$ cat config.mk
export PLATFORM = sky130hd
export DESIGN_NAME = area_batch_stats_flat
export DESIGN_NICKNAME = d
export VERILOG_FILES = /design/src/rtl/area_batch_stats_if.sv /design/src/rtl/area_batch_stats.sv /design/src/flat_wrapper.sv
export SDC_FILE = /design/constraint.sdc
export NUM_CORES = 1
export LEC_CHECK = 0
export CAP_MARGIN = 20
export CORE_ASPECT_RATIO = 1.5
export CORE_MARGIN = 2
export CORE_UTILIZATION = 30
export DETAILED_ROUTE_END_ITERATION = 10
export HOLD_SLACK_MARGIN = 0.03
export PLACE_DENSITY = 0.5
export SLEW_MARGIN = 20
export SYNTH_ARGS = -nofsm -noshare
export SYNTH_HDL_FRONTEND = slang
export SYNTH_SLANG_ARGS = --single-unit
$ cat constraint.sdc
create_clock -name CLK -period 6.1 [get_ports CLK]
set_clock_uncertainty 0.05 [all_clocks]
set_input_delay 1.525 -clock CLK [delete_from_list [all_inputs] [get_ports CLK]]
set_output_delay 1.525 -clock CLK [all_outputs]
set_load 0.02 [all_outputs]
$ cat src/rtl/area_batch_stats_if.sv
// Stream of area samples into the batch statistics block and batch results out.
interface area_batch_stats_if #(
  parameter int unsigned SUM_W = 25
);
  logic [16:0]      area;
  logic             area_valid;
  logic             in_ready;
  logic             clear;
  logic             stats_valid;
  logic             stats_ready;
  logic [SUM_W-1:0] sum;
  logic [16:0]      max_area;
  logic [16:0]      min_area;
  logic [16:0]      mean;

  modport master (
    output area, area_valid, clear, stats_ready,
    input  in_ready, stats_valid, sum, max_area, min_area, mean
  );

  modport slave (
    input  area, area_valid, clear, stats_ready,
    output in_ready, stats_valid, sum, max_area, min_area, mean
  );
endinterface

$ cat src/rtl/area_batch_stats.sv
// Batches area samples and reports sum/max/min per batch of BATCH_LEN.
// Optional truncated mean via a serial divider when AREA_BATCH_MEAN_EN is defined.
module area_batch_stats #(
  parameter int unsigned BATCH_LEN = 8,
  parameter int unsigned SUM_W     = 25
) (
  input logic               CLK,
  input logic               RST,
  area_batch_stats_if.slave bus
);

  localparam int unsigned CNT_W = $clog2(BATCH_LEN + 1);

`ifdef AREA_BATCH_MEAN_EN
  typedef enum logic [1:0] {IDLE, ACCUM, DIVIDE, HOLD} state_t;
  localparam state_t LAST_STATE = DIVIDE;
`else
  typedef enum logic [1:0] {IDLE, ACCUM, HOLD} state_t;
  localparam state_t LAST_STATE = HOLD;
`endif

  state_t           state_q, state_d;
  logic [CNT_W-1:0] count_q;
  logic [SUM_W-1:0] sum_q;
  logic [SUM_W-1:0] sum_next;
  logic [16:0]      max_q;
  logic [16:0]      min_q;
  logic             in_ready;
  logic             stats_valid;
  logic             accept;
  logic             last;
  logic             restart;
  logic             div_done;

  assign in_ready    = (state_q == IDLE) || (state_q == ACCUM);
  assign stats_valid = (state_q == HOLD);

  // clear wins over both an incoming sample and the result handshake
  assign accept   = in_ready && bus.area_valid && !bus.clear;
  assign last     = (count_q == CNT_W'(BATCH_LEN - 1));
  assign restart  = bus.clear || (stats_valid && bus.stats_ready);
  assign sum_next = sum_q + SUM_W'(bus.area);

  always_ff @(posedge CLK or negedge RST) begin
    if (!RST) state_q <= IDLE;
    else      state_q <= state_d;
  end

  always_comb begin
    state_d = state_q;
    if (bus.clear) begin
      state_d = IDLE;
    end else begin
      case (state_q)
        IDLE, ACCUM: begin
          if (accept) state_d = last ? LAST_STATE : ACCUM;
        end
`ifdef AREA_BATCH_MEAN_EN
        DIVIDE: begin
          if (div_done) state_d = HOLD;
        end
`endif
        HOLD: begin
          if (bus.stats_ready) state_d = IDLE;
        end
        default: state_d = IDLE;
      endcase
    end
  end

  always_ff @(posedge CLK or negedge RST) begin
    if (!RST) begin
      count_q <= '0;
      sum_q   <= '0;
      max_q   <= '0;
      min_q   <= '1;
    end else if (restart) begin
      count_q <= '0;
      sum_q   <= '0;
      max_q   <= '0;
      min_q   <= '1;
    end else if (accept) begin
      count_q <= count_q + 1'b1;
      sum_q   <= sum_next;
      if (bus.area > max_q) max_q <= bus.area;
      if (bus.area < min_q) min_q <= bus.area;
    end
  end

`ifdef AREA_BATCH_MEAN_EN
  localparam int unsigned STEP_W = $clog2(SUM_W);
  localparam int unsigned REM_W  = $clog2(BATCH_LEN + 1);
  localparam logic [REM_W:0] DIVISOR = (REM_W + 1)'(BATCH_LEN);

  logic [SUM_W-1:0]  quo_q, quo_next;
  logic [REM_W-1:0]  rem_q, rem_next;
  logic [REM_W:0]    partial;
  logic [STEP_W-1:0] step_q;
  logic [16:0]       mean_q;

  assign div_done = (step_q == STEP_W'(SUM_W - 1));

  // Restoring division: the dividend shifts out of quo_q MSB-first while
  // quotient bits shift in at the bottom; the remainder never reaches BATCH_LEN.
  always_comb begin
    partial = {rem_q, quo_q[SUM_W-1]};
    if (partial >= DIVISOR) begin
      rem_next = REM_W'(partial - DIVISOR);
      quo_next = {quo_q[SUM_W-2:0], 1'b1};
    end else begin
      rem_next = REM_W'(partial);
      quo_next = {quo_q[SUM_W-2:0], 1'b0};
    end
  end

  always_ff @(posedge CLK or negedge RST) begin
    if (!RST) begin
      quo_q  <= '0;
      rem_q  <= '0;
      step_q <= '0;
      mean_q <= '0;
    end else if (accept && last) begin
      quo_q  <= sum_next;
      rem_q  <= '0;
      step_q <= '0;
    end else if ((state_q == DIVIDE) && !bus.clear) begin
      quo_q  <= quo_next;
      rem_q  <= rem_next;
      step_q <= step_q + 1'b1;
      if (div_done) mean_q <= quo_next[16:0];
    end
  end

  assign bus.mean = mean_q;
`else
  assign div_done = 1'b0;
  assign bus.mean = '0;
`endif

  assign bus.in_ready    = in_ready;
  assign bus.stats_valid = stats_valid;
  assign bus.sum         = sum_q;
  assign bus.max_area    = max_q;
  assign bus.min_area    = min_q;

endmodule

$ cat src/flat_wrapper.sv
// flat-port wrapper written by rule: the top's interface ports become plain ports
module area_batch_stats_flat 
#(
  parameter int unsigned BATCH_LEN = 8,
  parameter int unsigned SUM_W     = 25
)
  (CLK, RST, bus_area, bus_area_valid, bus_clear, bus_stats_ready, bus_in_ready, bus_stats_valid, bus_sum, bus_max_area, bus_min_area, bus_mean);
  area_batch_stats_if #(.SUM_W(SUM_W)) bus_i ();
  input logic CLK;
  input logic RST;
  input wire logic [$bits(bus_i.area)-1:0] bus_area;
  input wire logic [$bits(bus_i.area_valid)-1:0] bus_area_valid;
  input wire logic [$bits(bus_i.clear)-1:0] bus_clear;
  input wire logic [$bits(bus_i.stats_ready)-1:0] bus_stats_ready;
  output wire logic [$bits(bus_i.in_ready)-1:0] bus_in_ready;
  output wire logic [$bits(bus_i.stats_valid)-1:0] bus_stats_valid;
  output wire logic [$bits(bus_i.sum)-1:0] bus_sum;
  output wire logic [$bits(bus_i.max_area)-1:0] bus_max_area;
  output wire logic [$bits(bus_i.min_area)-1:0] bus_min_area;
  output wire logic [$bits(bus_i.mean)-1:0] bus_mean;
  assign bus_i.area = bus_area;
  assign bus_i.area_valid = bus_area_valid;
  assign bus_i.clear = bus_clear;
  assign bus_i.stats_ready = bus_stats_ready;
  assign bus_in_ready = bus_i.in_ready;
  assign bus_stats_valid = bus_i.stats_valid;
  assign bus_sum = bus_i.sum;
  assign bus_max_area = bus_i.max_area;
  assign bus_min_area = bus_i.min_area;
  assign bus_mean = bus_i.mean;
  area_batch_stats #(.BATCH_LEN(BATCH_LEN), .SUM_W(SUM_W)) u_core (.CLK(CLK), .RST(RST), .bus(bus_i));
endmodule
==> results of run 1 <==
-- final timing paths --
kind | startpoint | to | slack [ns]
min | u_core.state_q[1] | u_core.state_q[0] | 0.42
min reg2reg | u_core.state_q[1] | u_core.state_q[0] | 0.42
min in group asynchronous | RST | u_core.state_q[1] | 1.34
max | bus_area[0] | u_core.bus.sum[22] | 1.98
max reg2reg | u_core.bus.sum[0] | u_core.bus.sum[16] | 3.38
max in group asynchronous | RST | u_core.bus.sum[11] | 4.07
-- registers in the layout, summed over array words and instances, names as in the netlist --
register             count
u_core.bus.sum          25
u_core.count_q           4
u_core.bus.max_area     17
u_core.bus.min_area     17
u_core.state_q           2
-- where the power goes --
part / total (mW) / internal, mW / switching, mW / leakage, nW
Sequential: 0.527 / 0.485 / 0.0426 / 0.824
Combinational: 0.531 / 0.229 / 0.302 / 1.64
Clock: 0.481 / 0.295 / 0.186 / 0.139
-- kinds of logic (layout without fill, tap and decap cells) --
family	Yosys count	count (layout)	synth area share (%)
AND/OR/NAND/NOR	114	114	12.3
adder cells (fa/ha/maj)	52	52	14.9
AO/OA/AOI/OAI	147	147	21.9
XOR/XNOR	20	20	3.96
flip-flops	65	65	37.3
other	1	17	0.0848
buffers and inverters	92	160	9.68
-- per-layer routing --
metal | vias to the layer above | wire length, um | GRT usage, %
li1 | 1869 | - | -
met1 | 1760 | 5060 | 19.2
met2 | 70 | 5990 | 26.2
met3 | 10 | 388 | 2.57
met4 | 0 | 125 | 4.20
met5 | - | 0 | 0
-- through the flow --
step                      cells  power (mW)
after floorplan             507       0.880
after global placement      755        1.07
after detailed placement    755        1.07
after CTS                   771        1.57
after global routing        771        1.65
final                       771        1.54
-- area by class of cell --
type | instances | area, sq um | area share (%)
clock buffer | 13 | 260 | 4.60
timing repair buffer | 86 | 846 | 14.9
inverter | 58 | 218 | 3.85
clock inverter | 3 | 15.0 | 0.265
multi-input combinational | 350 | 2430 | 42.9
tap | 196 | 245 | 4.33
sequential | 65 | 1650 | 29.1
-- worst register-to-register path, stage by stage, from the launching register on --
cell and delay, ns:
dfrtp_1 0.40, ha_1 0.24, inv_1 0.07, fa_1 0.19
and2b_1 0.19, o211ai_1 0.30, a31oi_4 0.17, a211oi_1 0.50
o21ai_0 0.24, xnor2_1 0.16, o21ai_0 0.14
-- cell usage after synthesis, types with 2 or more instances --
master,instances
inv_1,58
ha_1,51
o21ai_0,49
dfrtp_1,48
nand3_1,33
nor2_1,32
nand2_1,24
a21oi_1,23
a31oi_1,19
buf_4,17
dfstp_2,17
a21o_1,15
clkbuf_1,12
xnor2_1,11
nand4_1,9
xor2_1,9
a211oi_1,8
o211ai_1,4
o31ai_1,4
a221o_1,3
and2_1,3
buf_2,3
o21a_1,3
o21bai_1,3
a211o_1,2
and3_1,2
and4_1,2
buf_6,2
nand2b_1,2
nand4b_1,2
nor3_1,2
o21ai_1,2
-- cells in the final DEF (no fill, tap or decap), drive strengths merged, types with 3 or more instances in the layout --
cell and instances:
nand2 24, conb 17, nor2 32, inv 58, a31oi 20, nand4 9, clkdlybuf4s50 81, dfrtp 48
nand3 33, clkbuf 13, buf 5, a21oi 24, o21a 3, xor2 9, a211oi 8, ha 51
and2 3, o21bai 3, o211ai 5, dfstp 17, a221o 3, xnor2 11, a21o 15, o21ai 52
clkinv 3, o31ai 5
==> flow_metrics.env, run 1 <==
export IMPL_result_of_the_run="completed"
export IMPL_dp_final_hpwl_mm=8.64
export IMPL_clk_pin_slew_worst_paths_ns=0.06
export IMPL_critPathTopFamily="compound AO/OA/AOI/OAI gates"
export IMPL_cts_tree="done"
export IMPL_maximum_capacitance_violations=0
export IMPL_postLayoutCoreUtil_pct=39.1
export IMPL_post_route_min_period_ns=4.12
export IMPL_timing_reg2reg_worst_path_depth=10
export IMPL_globalplace_congestion=0.834
export IMPL_critical_path_slowest_cell="clkdlybuf4s50_1"
export IMPL_drt_iter0_markers=119
export IMPL_report_final_hold_viol_count=0
export IMPL_synth_largest_area_cell="dfrtp_1"
export IMPL_root_buffer="clkbuf_16"
export IMPL_antennaDiodeCount=0
export IMPL_top_level_ports=100
export IMPL_synth_warning_count=0
export IMPL_synthesis_instances=491
export IMPL_std_cell_rows=54
export IMPL_timing_max_slew_rel_slack_pct=41.1
export IMPL_final_tns_setup_ns=0
export IMPL_timing_critical_path_buf_inv=2
export IMPL_cts_num_sinks=65
export IMPL_async_reset_ff_share_pct=100
export IMPL_drc=0
export IMPL_max_clk_rate_mhz=243
export IMPL_timing_critical_path_cells="clkdlybuf4s50_1, ha_1, inv_1, fa_1, and2b_1, o211ai_1, a31oi_4, a2111o_1, nand2_1, or4_1, a21oi_1"
export IMPL_postRouteAntennaNets=0
export IMPL_first_drt_pass_iteration_count=4
export IMPL_clock_path_buffers=2
export IMPL_gr_util_all_layers_pct=15.2
export IMPL_type_of_element_launching_the_critical_path="input port"
export IMPL_worstMarginPinSlew_ns=0.883
export IMPL_wire_length_of_the_first_global_routing_pass_mm=18.7
export IMPL_irDropWorstVdd_uv=127
export IMPL_htree_num_levels=3
export IMPL_drive_above_1_share_pct=7.48
export IMPL_finalCritPeriodShare_pct=67.5
export IMPL_grt_setup_unrepaired="false"
export IMPL_routed_via_count=3709
export IMPL_slew_viol_final=0
export IMPL_dpl_worst_slack_ns=1.62
export IMPL_starting_density_of_the_core_pct=30.6
export IMPL_minimum_setup_slack_in_the_final_design_ns=1.98
export IMPL_synth_area_top_cells="dfrtp_1 27%, ha_1 14%, dfstp_2 10%"
export IMPL_netlist_cell_types=49
export IMPL_mean_syn_cell_area_sq_um=9.01
export IMPL_slowest_delay_ns=0.56
export IMPL_postSynthRegisterBits=65
export IMPL_critical_path_arrival_ns=4.32
export IMPL_largest_net_degree_at_the_start_of_global_routing=66
export IMPL_synth_cell_area_sq_um=4420
export IMPL_avgViaCountPerCell=4.81
export IMPL_finalInstanceArea_sq_um=5660
export IMPL_proportion_of_netlist_area_held_by_the_largest_area_contributor_pct=27.2
export IMPL_criticalPathCategory="input port to flip-flop"
export IMPL_cts_resized=0
export IMPL_ys_flop_type="dfrtp_1"
export IMPL_cts_buffers=9
export IMPL_synth_edf_count=0
export IMPL_fin_worst_hold_slack_ns=0.421
export IMPL_die_h_um=153
export IMPL_fin_nets=644
export IMPL_fillers=1503
export IMPL_dieWidth_um=103
export IMPL_drt_wirelength_per_cell_um=15.0
export IMPL_worstPathRequired_ns=6.30
export IMPL_numPortBuffers=82
export IMPL_cts_hold_buf=0
export IMPL_post_cts_buffers=0
export IMPL_clock_insertion_delay_worst_skew_ns=0.33
export IMPL_seq_area_frac_synth_pct=37.3
export IMPL_antenna_found_initial=0
export IMPL_report_final_setup_viol=0
export IMPL_p_leak_nw=2.60
export IMPL_worstPathMaxFanout=6
export IMPL_worst_setup_path_end_kind="flip-flop"
export IMPL_number_of_global_route_vias_before_repair=3711
export IMPL_grt_remaining_overflow=0
export IMPL_syn2layout_area_growth_pct=28.0
export IMPL_finalWirelength_mm=11.6
export IMPL_min_delay_path_class="flip-flop to flip-flop"
export IMPL_critical_path_cell_count=11
export IMPL_cellPowerDensity_nw_per_um2=272
export IMPL_design_die_area_sq_um=15700
export IMPL_holdPathStages=1
export IMPL_core_area_sq_um=14500
export IMPL_area_after_dpl_sq_um=5380
Note: power is estimated with default switching activity, not from simulation.
==> run 2: changes to the inputs <==
Settings changed: PLACE_DENSITY 0.5 to 0.52.
Clock period 6.1 ns to 3.7 ns, I/O delays scaled along.
==> run 2 against run 1 <==
- sequential cell count is the same
- via count grew 2.3%
- register-to-register slack worse by 2.3 ns
- routed wire length increased by 3.1%
- utilization up 0.98 points
- cell count rose by 1.4%
- die area is the same
==> flow_metrics.env, run 2 (synthesis results as in run 1) <==
export IMPL_syn2layout_area_growth_pct=31.2
export IMPL_report_final_setup_viol=0
export IMPL_final_seq_area_sq_um=1650
export IMPL_routed_via_count=3794
export IMPL_max_clk_rate_mhz=303
export IMPL_timing_max_slew_rel_slack_pct=53.8
export IMPL_hold_start="u_core.state_q[1]"
export IMPL_die_h_um=153
export IMPL_number_of_instances_in_the_placed_design=766
export IMPL_first_drt_pass_iteration_count=6
export IMPL_clock_insertion_delay_worst_skew_ns=0.34
export IMPL_setup_worst_path_start="bus_area[0]"
export IMPL_final_tns_setup_ns=0
export IMPL_fin_nets=655
export IMPL_maximum_capacitance_violations=0
export IMPL_number_of_global_route_vias_before_repair=3846
export IMPL_critical_path_arrival_ns=3.51
export IMPL_cts_num_sinks=65
export IMPL_worstPathRequired_ns=3.91
export IMPL_cts_tree="done"
export IMPL_slew_viol_final=0
export IMPL_type_of_element_launching_the_critical_path="input port"
export IMPL_cts_buffers=9
export IMPL_critPathTopFamily="compound AO/OA/AOI/OAI gates"
export IMPL_most_common_layout_cells="81 x clkdlybuf4s50_1, 58 x inv_1, 51 x ha_1"
export IMPL_drive_above_1_share_pct=9.56
export IMPL_gr_util_all_layers_pct=15.8
export IMPL_cts_resized=0
export IMPL_critical_path_slowest_cell="clkdlybuf4s50_1"
export IMPL_worst_setup_path_end_kind="flip-flop"
export IMPL_fillers=1475
export IMPL_cts_hold_buf=0
export IMPL_core_area_sq_um=14500
export IMPL_drt_wirelength_per_cell_um=15.2
export IMPL_numPortBuffers=82
export IMPL_cellPowerDensity_nw_per_um2=456
export IMPL_clk_pin_slew_worst_paths_ns=0.06
export IMPL_largest_net_degree_at_the_start_of_global_routing=48
export IMPL_switching_component_of_the_power_mw=0.909
export IMPL_minimum_setup_slack_in_the_final_design_ns=0.400
export IMPL_wire_length_of_the_first_global_routing_pass_mm=19.3
export IMPL_top_level_ports=100
export IMPL_power_sequential_fraction_pct=32.9
export IMPL_result_of_the_run="completed"
export IMPL_report_final_hold_viol_count=0
export IMPL_grt_remaining_overflow=0
export IMPL_antennaDiodeCount=0
export IMPL_dp_final_hpwl_mm=9.12
export IMPL_worstPathMaxFanout=3
export IMPL_clock_path_buffers=2
export IMPL_finalCritPeriodShare_pct=89.2
export IMPL_dieWidth_um=103
export IMPL_timing_critical_path_buf_inv=2
export IMPL_postRouteAntennaNets=0
export IMPL_grt_setup_unrepaired="false"
export IMPL_largest_register_ff_count=25
export IMPL_min_delay_path_class="flip-flop to flip-flop"
export IMPL_drc=0
export IMPL_p_clk_share_pct=32.7
export IMPL_timing_critical_path_cells="clkdlybuf4s50_1, ha_1, inv_1, fa_1, and2b_1, o211ai_1, a31oi_4, a2111o_1, nand2_1, or4_1, a21oi_1"
export IMPL_power_switching_share_pct=34.4
export IMPL_htree_num_levels=3
export IMPL_worstMarginPinSlew_ns=0.693
export IMPL_root_buffer="clkbuf_16"
export IMPL_std_cell_rows=54
export IMPL_starting_density_of_the_core_pct=30.6
export IMPL_multiInputGateArea_sq_um=2430
export IMPL_post_cts_buffers=0
export IMPL_final_cell_count_without_fillers=782
export IMPL_globalplace_congestion=0.815
export IMPL_p_leak_nw=2.68
export IMPL_avgViaCountPerCell=4.85
export IMPL_final_common_cell="clkdlybuf4s50_1"
export IMPL_dpl_worst_slack_ns=0.0364
export IMPL_criticalPathCategory="input port to flip-flop"
export IMPL_irDropWorstVdd_uv=161
export IMPL_finalWirelength_mm=11.9
export IMPL_p_comb_share_pct=34.3
export IMPL_slowest_delay_ns=0.49
export IMPL_internal_power_mw=1.73
export IMPL_design_die_area_sq_um=15700
export IMPL_antenna_found_initial=0
export IMPL_post_route_min_period_ns=3.30
export IMPL_worst_r2r_startpoint="u_core.bus.sum[0]"
export IMPL_drt_iter0_markers=145
## run 2: cell count changes in the layout (fill, tap and decap cells not counted)
cell | previous run | this run
buf_12 | 0 | 3
buf_4 | 4 | 12
bufinv_16 | 0 | 1
clkbuf_1 | 2 | 0
clkbuf_8 | 2 | 1
clkinv_2 | 3 | 4
clkinvlp_4 | 0 | 1
## run 2: worst register-to-register path: stages (launching register included)
cell	delay [ns]
dfrtp_1	0.37
ha_1	0.19
inv_1	0.06
fa_1	0.39
and2b_1	0.23
o211ai_1	0.16
a31oi_4	0.25
a2111o_1	0.18
nand2_1	0.06
or4_1	0.40
a21oi_1	0.17
## run 2: final timing paths
kind,to,cells past startpoint,slack [ns]
max,u_core.bus.sum[22],11,0.40
max reg2reg,u_core.bus.sum[22],10,1.11
min in group asynchronous,u_core.bus.sum[21],1,0.58
min,u_core.state_q[0],1,0.41
max in group asynchronous,u_core.bus.min_area[9],2,2.30
min reg2reg,u_core.state_q[0],1,0.41
## run 2: per-layer routing
metal	share of wire (%)	GRT usage (%)	vias up	routed length, um
met5	0	0	-	0
met2	53	28.4	83	6330
li1	-	-	1892	-
met1	42	18.6	1807	4980
met4	1.7	5.83	0	202
met3	3.3	2.43	12	390
## run 2: through the flow
stage	hold WS (ns)	total power, mW	utilization, %	cell area [sq um]
2_1_floorplan	0.379	1.45	-	4480
3_3_place_gp	0.394	1.78	38.1	5500
3_5_place_dp	0.397	1.80	38.1	5500
4_1_cts	0.405	2.68	40.1	5800
5_1_grt	0.418	2.81	40.1	5800
6_report	0.407	2.64	40.1	5800
## run 2: cell type report
cell class	instances	share of cell area, %
flip-flops and latches	65	28.4
clock inverters	6	0.992
repair buffers	97	16.7
multi-input cells	350	41.8
clock buffers	10	4.12
well taps	196	4.23
inverters	58	3.75
## run 2: power by group through the flow
stage / sequential (mW) / combinational (mW) / clock, mW
6_report: 0.871 / 0.908 / 0.865
4_1_cts: 0.874 / 0.917 / 0.884
2_1_floorplan: 0.954 / 0.497 / 0
5_1_grt: 0.883 / 1.01 / 0.915
3_5_place_dp: 0.885 / 0.915 / 0
3_3_place_gp: 0.884 / 0.899 / 0
